File: src/rtl/uart_tx_arbiter_pkg.sv
// rtl/uart_tx_arbiter_pkg.sv - shared state and source encodings for the UART TX arbiter
package uart_tx_arbiter_pkg;

  typedef enum logic [1:0] {
    ST_IDLE   = 2'd0,
    ST_STROBE = 2'd1,
    ST_GAP    = 2'd2
  } arb_state_t;

  typedef enum logic {
    SRC_CTRL = 1'b0,
    SRC_RECV = 1'b1
  } src_t;

  localparam int CNT_W = 16;

endpackage

File: src/rtl/uart_tx_arbiter_if.sv
// rtl/uart_tx_arbiter_if.sv - producer, UART and status signals of the TX arbiter
interface uart_tx_arbiter_if;

  logic [7:0] ctrl_data;
  logic       ctrl_write;
  logic [7:0] recv_data;
  logic       recv_write;
  logic       silence;
  logic       tx_busy;
  logic       drop_clr;
  logic [7:0] tx_in;
  logic       tx_write;
  logic       ctrl_drop;
  logic       recv_drop;
  logic       ctrl_empty;

  modport master (
    output ctrl_data, ctrl_write, recv_data, recv_write, silence, tx_busy, drop_clr,
    input  tx_in, tx_write, ctrl_drop, recv_drop, ctrl_empty
  );

  modport slave (
    input  ctrl_data, ctrl_write, recv_data, recv_write, silence, tx_busy, drop_clr,
    output tx_in, tx_write, ctrl_drop, recv_drop, ctrl_empty
  );

endinterface

File: src/rtl/byte_fifo.sv
// rtl/byte_fifo.sv - small first-word-fall-through byte FIFO, one per producer
module byte_fifo #(
  parameter int AW = 2
) (
  input  logic       clk,
  input  logic       rst_n,
  input  logic       push,
  input  logic [7:0] din,
  input  logic       pop,
  output logic [7:0] dout,
  output logic       full,
  output logic       empty
);

  localparam int DEPTH = 1 << AW;
  localparam logic [AW:0] FULL_CNT = (AW + 1)'(DEPTH);

  logic [7:0]    mem [DEPTH];
  logic [AW-1:0] wr_ptr;
  logic [AW-1:0] rd_ptr;
  logic [AW:0]   count;
  logic          do_push;
  logic          do_pop;

  // A pop in the same cycle frees the slot, so a push into a full FIFO still lands.
  assign do_pop  = pop && (count != '0);
  assign do_push = push && ((count != FULL_CNT) || do_pop);

  assign empty = (count == '0);
  assign full  = (count == FULL_CNT);
  assign dout  = mem[rd_ptr];

  always_ff @(posedge clk) begin
    if (do_push) begin
      mem[wr_ptr] <= din;
    end
  end

  always_ff @(posedge clk or negedge rst_n) begin
    if (!rst_n) begin
      wr_ptr <= '0;
      rd_ptr <= '0;
      count  <= '0;
    end else begin
      if (do_push) begin
        wr_ptr <= wr_ptr + 1'b1;
      end
      if (do_pop) begin
        rd_ptr <= rd_ptr + 1'b1;
      end
      count <= count + {{AW{1'b0}}, do_push} - {{AW{1'b0}}, do_pop};
    end
  end

endmodule

File: src/rtl/uart_tx_arbiter.sv
// rtl/uart_tx_arbiter.sv - schedules ctrl and recv bytes onto one UART write port
module uart_tx_arbiter
  import uart_tx_arbiter_pkg::*;
#(
  parameter int FIFO_AW      = 2,
  parameter int HOLD_CYCLES  = 8,
  parameter int GAP_CYCLES   = 10000,
  parameter int MAX_CTRL_RUN = 4
) (
  input  logic          clk,
  input  logic          rst_n,
  uart_tx_arbiter_if.slave bus
);

  localparam int RUN_W = $clog2(MAX_CTRL_RUN + 1);
  localparam logic [CNT_W-1:0] HOLD_C  = CNT_W'(HOLD_CYCLES);
  localparam logic [CNT_W-1:0] GAP_C   = CNT_W'(GAP_CYCLES);
  localparam logic [RUN_W-1:0] RUN_MAX = RUN_W'(MAX_CTRL_RUN);

  logic             ctrl_write_r;
  logic             recv_write_r;
  logic             ctrl_push;
  logic             recv_push;
  logic             ctrl_pop;
  logic             recv_pop;
  logic [7:0]       ctrl_dout;
  logic [7:0]       recv_dout;
  logic             ctrl_full;
  logic             ctrl_empty;
  logic             recv_full;
  logic             recv_empty;
  logic             pick;
  src_t             sel;
  arb_state_t       state;
  logic [CNT_W-1:0] cnt;
  logic [RUN_W-1:0] run;
  logic [7:0]       tx_in_q;
  logic             tx_write_q;
  logic             ctrl_drop_q;
  logic             recv_drop_q;

  assign ctrl_push = bus.ctrl_write & ~ctrl_write_r;
  assign recv_push = bus.recv_write & ~recv_write_r & ~bus.silence;

  // Recv only wins when ctrl has nothing, or ctrl has used up its run allowance.
  assign sel      = (!recv_empty && (ctrl_empty || (run == RUN_MAX))) ? SRC_RECV : SRC_CTRL;
  assign pick     = (state == ST_IDLE) && !bus.tx_busy && (!ctrl_empty || !recv_empty);
  assign ctrl_pop = pick && (sel == SRC_CTRL);
  assign recv_pop = pick && (sel == SRC_RECV);

  byte_fifo #(.AW(FIFO_AW)) u_ctrl_fifo (
    .clk   (clk),
    .rst_n (rst_n),
    .push  (ctrl_push),
    .din   (bus.ctrl_data),
    .pop   (ctrl_pop),
    .dout  (ctrl_dout),
    .full  (ctrl_full),
    .empty (ctrl_empty)
  );

  byte_fifo #(.AW(FIFO_AW)) u_recv_fifo (
    .clk   (clk),
    .rst_n (rst_n),
    .push  (recv_push),
    .din   (bus.recv_data),
    .pop   (recv_pop),
    .dout  (recv_dout),
    .full  (recv_full),
    .empty (recv_empty)
  );

  always_ff @(posedge clk or negedge rst_n) begin
    if (!rst_n) begin
      ctrl_write_r <= 1'b0;
      recv_write_r <= 1'b0;
      ctrl_drop_q  <= 1'b0;
      recv_drop_q  <= 1'b0;
    end else begin
      ctrl_write_r <= bus.ctrl_write;
      recv_write_r <= bus.recv_write;
      if (ctrl_push && ctrl_full && !ctrl_pop) begin
        ctrl_drop_q <= 1'b1;
      end else if (bus.drop_clr) begin
        ctrl_drop_q <= 1'b0;
      end
      if (recv_push && recv_full && !recv_pop) begin
        recv_drop_q <= 1'b1;
      end else if (bus.drop_clr) begin
        recv_drop_q <= 1'b0;
      end
    end
  end

  always_ff @(posedge clk or negedge rst_n) begin
    if (!rst_n) begin
      state      <= ST_IDLE;
      cnt        <= '0;
      run        <= '0;
      tx_in_q    <= 8'h00;
      tx_write_q <= 1'b0;
    end else begin
      if (recv_empty) begin
        run <= '0;
      end else if (pick) begin
        run <= (sel == SRC_RECV) ? '0 : run + 1'b1;
      end
      case (state)
        ST_IDLE: begin
          if (pick) begin
            tx_in_q    <= (sel == SRC_RECV) ? recv_dout : ctrl_dout;
            tx_write_q <= 1'b1;
            cnt        <= CNT_W'(1);
            state      <= ST_STROBE;
          end
        end
        ST_STROBE: begin
          cnt <= cnt + 1'b1;
          if (cnt == HOLD_C) begin
            tx_write_q <= 1'b0;
            state      <= ST_GAP;
          end
        end
        ST_GAP: begin
          // Saturate so a long tx_busy stretch cannot wrap the counter.
          if (cnt < GAP_C) begin
            cnt <= cnt + 1'b1;
          end
          if ((cnt >= GAP_C) && !bus.tx_busy) begin
            state <= ST_IDLE;
          end
        end
        default: state <= ST_IDLE;
      endcase
    end
  end

  assign bus.tx_in      = tx_in_q;
  assign bus.tx_write   = tx_write_q;
  assign bus.ctrl_drop  = ctrl_drop_q;
  assign bus.recv_drop  = recv_drop_q;
  assign bus.ctrl_empty = ctrl_empty;

endmodule

File: src/flat_wrapper.sv
// flat-port wrapper written by rule: the top's interface ports become plain ports
module uart_tx_arbiter_flat import uart_tx_arbiter_pkg::*;
#(
  parameter int FIFO_AW      = 2,
  parameter int HOLD_CYCLES  = 8,
  parameter int GAP_CYCLES   = 10000,
  parameter int MAX_CTRL_RUN = 4
)
  (clk, rst_n, bus_ctrl_data, bus_ctrl_write, bus_recv_data, bus_recv_write, bus_silence, bus_tx_busy, bus_drop_clr, bus_tx_in, bus_tx_write, bus_ctrl_drop, bus_recv_drop, bus_ctrl_empty);
  uart_tx_arbiter_if bus_i ();
  input  logic clk;
  input  logic rst_n;
  input wire logic [$bits(bus_i.ctrl_data)-1:0] bus_ctrl_data;
  input wire logic [$bits(bus_i.ctrl_write)-1:0] bus_ctrl_write;
  input wire logic [$bits(bus_i.recv_data)-1:0] bus_recv_data;
  input wire logic [$bits(bus_i.recv_write)-1:0] bus_recv_write;
  input wire logic [$bits(bus_i.silence)-1:0] bus_silence;
  input wire logic [$bits(bus_i.tx_busy)-1:0] bus_tx_busy;
  input wire logic [$bits(bus_i.drop_clr)-1:0] bus_drop_clr;
  output wire logic [$bits(bus_i.tx_in)-1:0] bus_tx_in;
  output wire logic [$bits(bus_i.tx_write)-1:0] bus_tx_write;
  output wire logic [$bits(bus_i.ctrl_drop)-1:0] bus_ctrl_drop;
  output wire logic [$bits(bus_i.recv_drop)-1:0] bus_recv_drop;
  output wire logic [$bits(bus_i.ctrl_empty)-1:0] bus_ctrl_empty;
  assign bus_i.ctrl_data = bus_ctrl_data;
  assign bus_i.ctrl_write = bus_ctrl_write;
  assign bus_i.recv_data = bus_recv_data;
  assign bus_i.recv_write = bus_recv_write;
  assign bus_i.silence = bus_silence;
  assign bus_i.tx_busy = bus_tx_busy;
  assign bus_i.drop_clr = bus_drop_clr;
  assign bus_tx_in = bus_i.tx_in;
  assign bus_tx_write = bus_i.tx_write;
  assign bus_ctrl_drop = bus_i.ctrl_drop;
  assign bus_recv_drop = bus_i.recv_drop;
  assign bus_ctrl_empty = bus_i.ctrl_empty;
  uart_tx_arbiter #(.FIFO_AW(FIFO_AW), .HOLD_CYCLES(HOLD_CYCLES), .GAP_CYCLES(GAP_CYCLES), .MAX_CTRL_RUN(MAX_CTRL_RUN)) u_core (.clk(clk), .rst_n(rst_n), .bus(bus_i));
endmodule
File: config.mk
export PLATFORM = sky130hd
export DESIGN_NAME = uart_tx_arbiter_flat
export DESIGN_NICKNAME = d
export VERILOG_FILES = /design/src/rtl/uart_tx_arbiter_pkg.sv /design/src/rtl/uart_tx_arbiter_if.sv /design/src/rtl/byte_fifo.sv /design/src/rtl/uart_tx_arbiter.sv /design/src/flat_wrapper.sv
export SDC_FILE = /design/constraint.sdc
export NUM_CORES = 1
export LEC_CHECK = 0
export CORE_UTILIZATION = 45
export CTS_BUF_LIST = sky130_fd_sc_hd__clkbuf_8
export CTS_CLUSTER_SIZE = 8
export DETAILED_ROUTE_END_ITERATION = 6
export PLACE_DENSITY = 0.63
export SKIP_LAST_GASP = 1
export SLEW_MARGIN = 10
export SYNTH_ARGS = -nofsm -noshare
export SYNTH_HDL_FRONTEND = slang
export SYNTH_SLANG_ARGS = --single-unit
File: constraint.sdc
create_clock -name clk -period 3.74 [get_ports clk]
set_clock_uncertainty 0.1 [all_clocks]
set_input_delay 0.935 -clock clk [delete_from_list [all_inputs] [get_ports clk]]
set_output_delay 0.935 -clock clk [all_outputs]
set_load 0.1 [all_outputs]
==> metrics.csv <==
stage,metric,value,unit
run_status,status,completed,
sta,fin_crit_sh,87.1,%
yosys,syn_inst,346,
yosys,syn_nets,392,
yosys,synth_warnings,0,
yosys,synth_area,4960,µm²
worst_setup_path,worstPathBufferInverterCount,4,
worst_setup_path,cp_slowest_cell,clkdlybuf4s50_1,
die,die_h,107,µm
power_and_ir_drop,power_density,699,nW/µm²
final_layout,nNetsFinal,435,
final_layout,nFillCells,862,
final_layout,final_area,5650,µm²
final_layout,synthToLayoutAreaGrowth,13.9,%
detailed_routing,drtAntennaViolNets,0,
cts,htreeDepth,3,
cts,cts_tree,built,
place,place_congestion,0.760,
detailed_routing,finalWirelength,8870,µm
cts,clkTransAtPathRegs,110,ps
yosys,avgSynthCellArea,14.3,µm²
yosys,ys_ff_latch,112,
detailed_routing,dr.pass1.iters,4,
place,dp_hpwl,6100,µm
sta,fin_crit,3260,ps
worst_setup_path,cpMostUsedCell,inv_1,
yosys,synth.top_cell.area_share,38.7,%
worst_setup_path,crit_path_start_kind,input pin,
power_and_ir_drop,power_leakage,2.18,nW
detailed_routing,dr_total_vias,2869,
global_route,track_usage,17.1,%
worst_setup_path,cp_cell_sequence,clkdlybuf4s50_1 -> nand2b_1 -> or3_4 -> a31oi_4 -> inv_1 -> ha_1 -> inv_1 -> ha_1 -> inv_1 -> fa_1 -> xnor2_1 -> xnor2_1,
yosys,yosys.area.top_type,edfxtp_1,
sta,slew_violations,0,
worst_setup_path,required,3900,ps
global_route,grt_max_degree,49,
sta,finalHoldViolCount,0,
die,ios,35,
final_layout,drive_above_1_share,15.5,%
sta,rsz0062_at_grt,false,
detailed_routing,wire_per_inst,16.7,µm
sta,worst_slew_pin_slew,1120,ps
cts,cts_inserted_buffers,9,
cts,cts_root_buf,clkbuf_8,
worst_setup_path,worst-setup-path-type,input pin to flop,
global_route,antenna_found_initial,0,
cts,clkLatencyLatePin,370,ps
final_layout,multi_input_area,1680,µm²
sta,slew-limit-headroom,25.2,%
yosys,async_reset_ff_share,42.9,%
yosys,synth_common_cells,"edfxtp_1 (64), dfrtp_1 (48), inv_1 (34)",
worst_setup_path,cp.depth,12,
worst_setup_path,cpLargestDelayFamily,adder cells,
power_and_ir_drop,peakVddDrop,0.529,mV
die,core_area,10500,µm²
final_layout,register_area,3120,µm²
sta,clock.fmax,307,MHz
worst_setup_path,cp-end-kind,flop,
worst_setup_path,cp_max_fo,3,
yosys,synth-main-ff-cell,edfxtp_1,
yosys,synth_cell_types,55,
worst_setup_path,arrival,3410,ps
detailed_routing,via_per_inst,5.41,
cts,cts_setup_buffers,0,
yosys,yosysMostFrequentCell,edfxtp_1,
worst_setup_path,slowest_delay,430,ps
cts,cts_hold_buf,0,
worst_setup_path,ff2ff_path_depth,13,
yosys,netlist_top_cells_area,"edfxtp_1 (39%), dfrtp_1 (24%), mux4_2 (7.3%), ha_1 (5.3%), inv_1 (2.6%)",
sta,setup_viol,0,
global_route,grt-ovfl-total,0,
die,die_w,107,µm
final_layout,num_antenna_cells,0,
die,rows,37,
place,placed_area,5450,µm²
die,initial_utilization,47.2,%
min_path,hp-class,input pin to async pin,
job,drv_cap,0,
cts,cts_sinks,112,
place,port_buffers,34,
cts,cts_resized,0,
yosys,seq_area_frac_synth,62.9,%
yosys,synth_edf_count,64,
sta,tns,0,ps
detailed_routing,post-route-drc-count,0,
detailed_routing,drtIter0Drc,194,
cts,cts_buffer_depth,2,
global_route,grt_pass1_wl,14700,µm
die,dieArea,11500,µm²
global_route,grt_pass1_vias,2965,
==> metrics by stage <==
stage | setup slack (ps) | utilization [%] | hold slack [ps] | std cells | total power [mW]
after global routing | 384 | 53.8 | 471 | 530 | 4.19
final | 483 | 53.8 | 442 | 530 | 3.95
after global placement | 128 | 51.9 | 415 | 513 | 3.30
after detailed placement | 83.2 | 51.9 | 426 | 513 | 3.33
after floorplan | 376 | - | 380 | 346 | 2.94
after CTS | 485 | 53.6 | 450 | 529 | 3.99
==> metal layers <==
| layer | vias up | track usage, % | share of wire (%) | routed length [µm] |
|---|---|---|---|---|
| met5 | - | 0 | 0 | 0 |
| met4 | 0 | 5.38 | 1.0 | 93 |
| met3 | 7 | 4.07 | 3.5 | 311 |
| met2 | 55 | 28.7 | 49 | 4360 |
| met1 | 1432 | 21.9 | 46 | 4110 |
| li1 | 1375 | - | - | - |
==> final timing paths <==
| kind | from | endpoint | slack (ps) |
|---|---|---|---|
| worst max-delay path | bus_tx_busy | u_core.u_ctrl_fifo.count[2]$_DFF_PN0_ | 480 |
| max in group asynchronous | rst_n | u_core.recv_write_r$_DFF_PN0_ | 2540 |
| worst min register to register | u_core.bus.ctrl_drop$_DFFE_PN0P_ | u_core.bus.ctrl_drop$_DFFE_PN0P_ | 450 |
| min in group clk | u_core.bus.ctrl_drop$_DFFE_PN0P_ | u_core.bus.ctrl_drop$_DFFE_PN0P_ | 450 |
| worst min-delay path | rst_n | u_core.cnt[4]$_DFFE_PN0P_ | 440 |
| worst max register to register | u_core.state[1]$_DFFE_PN0P_ | u_core.u_ctrl_fifo.count[2]$_DFF_PN0_ | 770 |
==> state kept, by name, indices dropped and copies added (netlist names) <==
name	flops
u_core.u_recv_fifo.mem	32
u_core.u_ctrl_fifo.count	3
u_core.u_ctrl_fifo.wr_ptr	2
u_core.bus.ctrl_drop	1
u_core.bus.tx_write	1
u_core.u_recv_fifo.count	3
u_core.u_ctrl_fifo.rd_ptr	2
u_core.u_recv_fifo.rd_ptr	2
u_core.bus.tx_in	8
u_core.state	2
u_core.run	3
u_core.ctrl_write_r	1
u_core.u_recv_fifo.wr_ptr	2
u_core.recv_write_r	1
u_core.bus.recv_drop	1
u_core.cnt	16
u_core.u_ctrl_fifo.mem	32
==> final cells by class <==
cell class	instances	area share, %
inverters	35	2.32
well taps	136	3.01
repair buffers	41	6.55
clock inverters	7	1.04
flip-flops and latches	112	55.2
multi-input cells	190	29.6
clock buffers	9	2.19
==> cells by family after synthesis <==
group                    synth area share (%)
adder cells (fa/ha/maj)                  6.10
multiplexers                             7.79
flip-flops                               62.9
XOR/XNOR                                 1.77
buffers and inverters                    3.43
AO/OA/AOI/OAI                            9.13
AND/OR/NAND/NOR                          8.85
==> report_power, final <==
group	internal, mW	switching, mW
sequential	1.53	0.264
clock	0.251	0.425
combinational	0.571	0.910
total	2.35	1.60
==> cells in the final DEF (no fill, tap or decap), types with 6 or more instances in the layout <==
cell              n
and2_1           12
clkdlybuf4s50_1  21
clkbuf_8          9
a21oi_1           7
nand2_1          16
ha_1             21
o21ai_0          12
inv_1            36
edfxtp_1         64
mux4_2           16
xnor2_1           9
nand3_1           9
nor2_1           14
dfrtp_1          48
o31ai_1           6
a222oi_1          8
buf_4            18
o21ai_1           7
==> worst register-to-register path: cells and delay by family (launching register included) <==
| kind | cells | cell delay, ps |
|---|---|---|
| buf+inv | 4 | 280 |
| flops | 1 | 440 |
| simple gates | 2 | 530 |
| fa+ha+maj | 4 | 1040 |
| xor+xnor | 2 | 270 |
| compound gates | 1 | 200 |
Power figures use the tool's default switching activity.
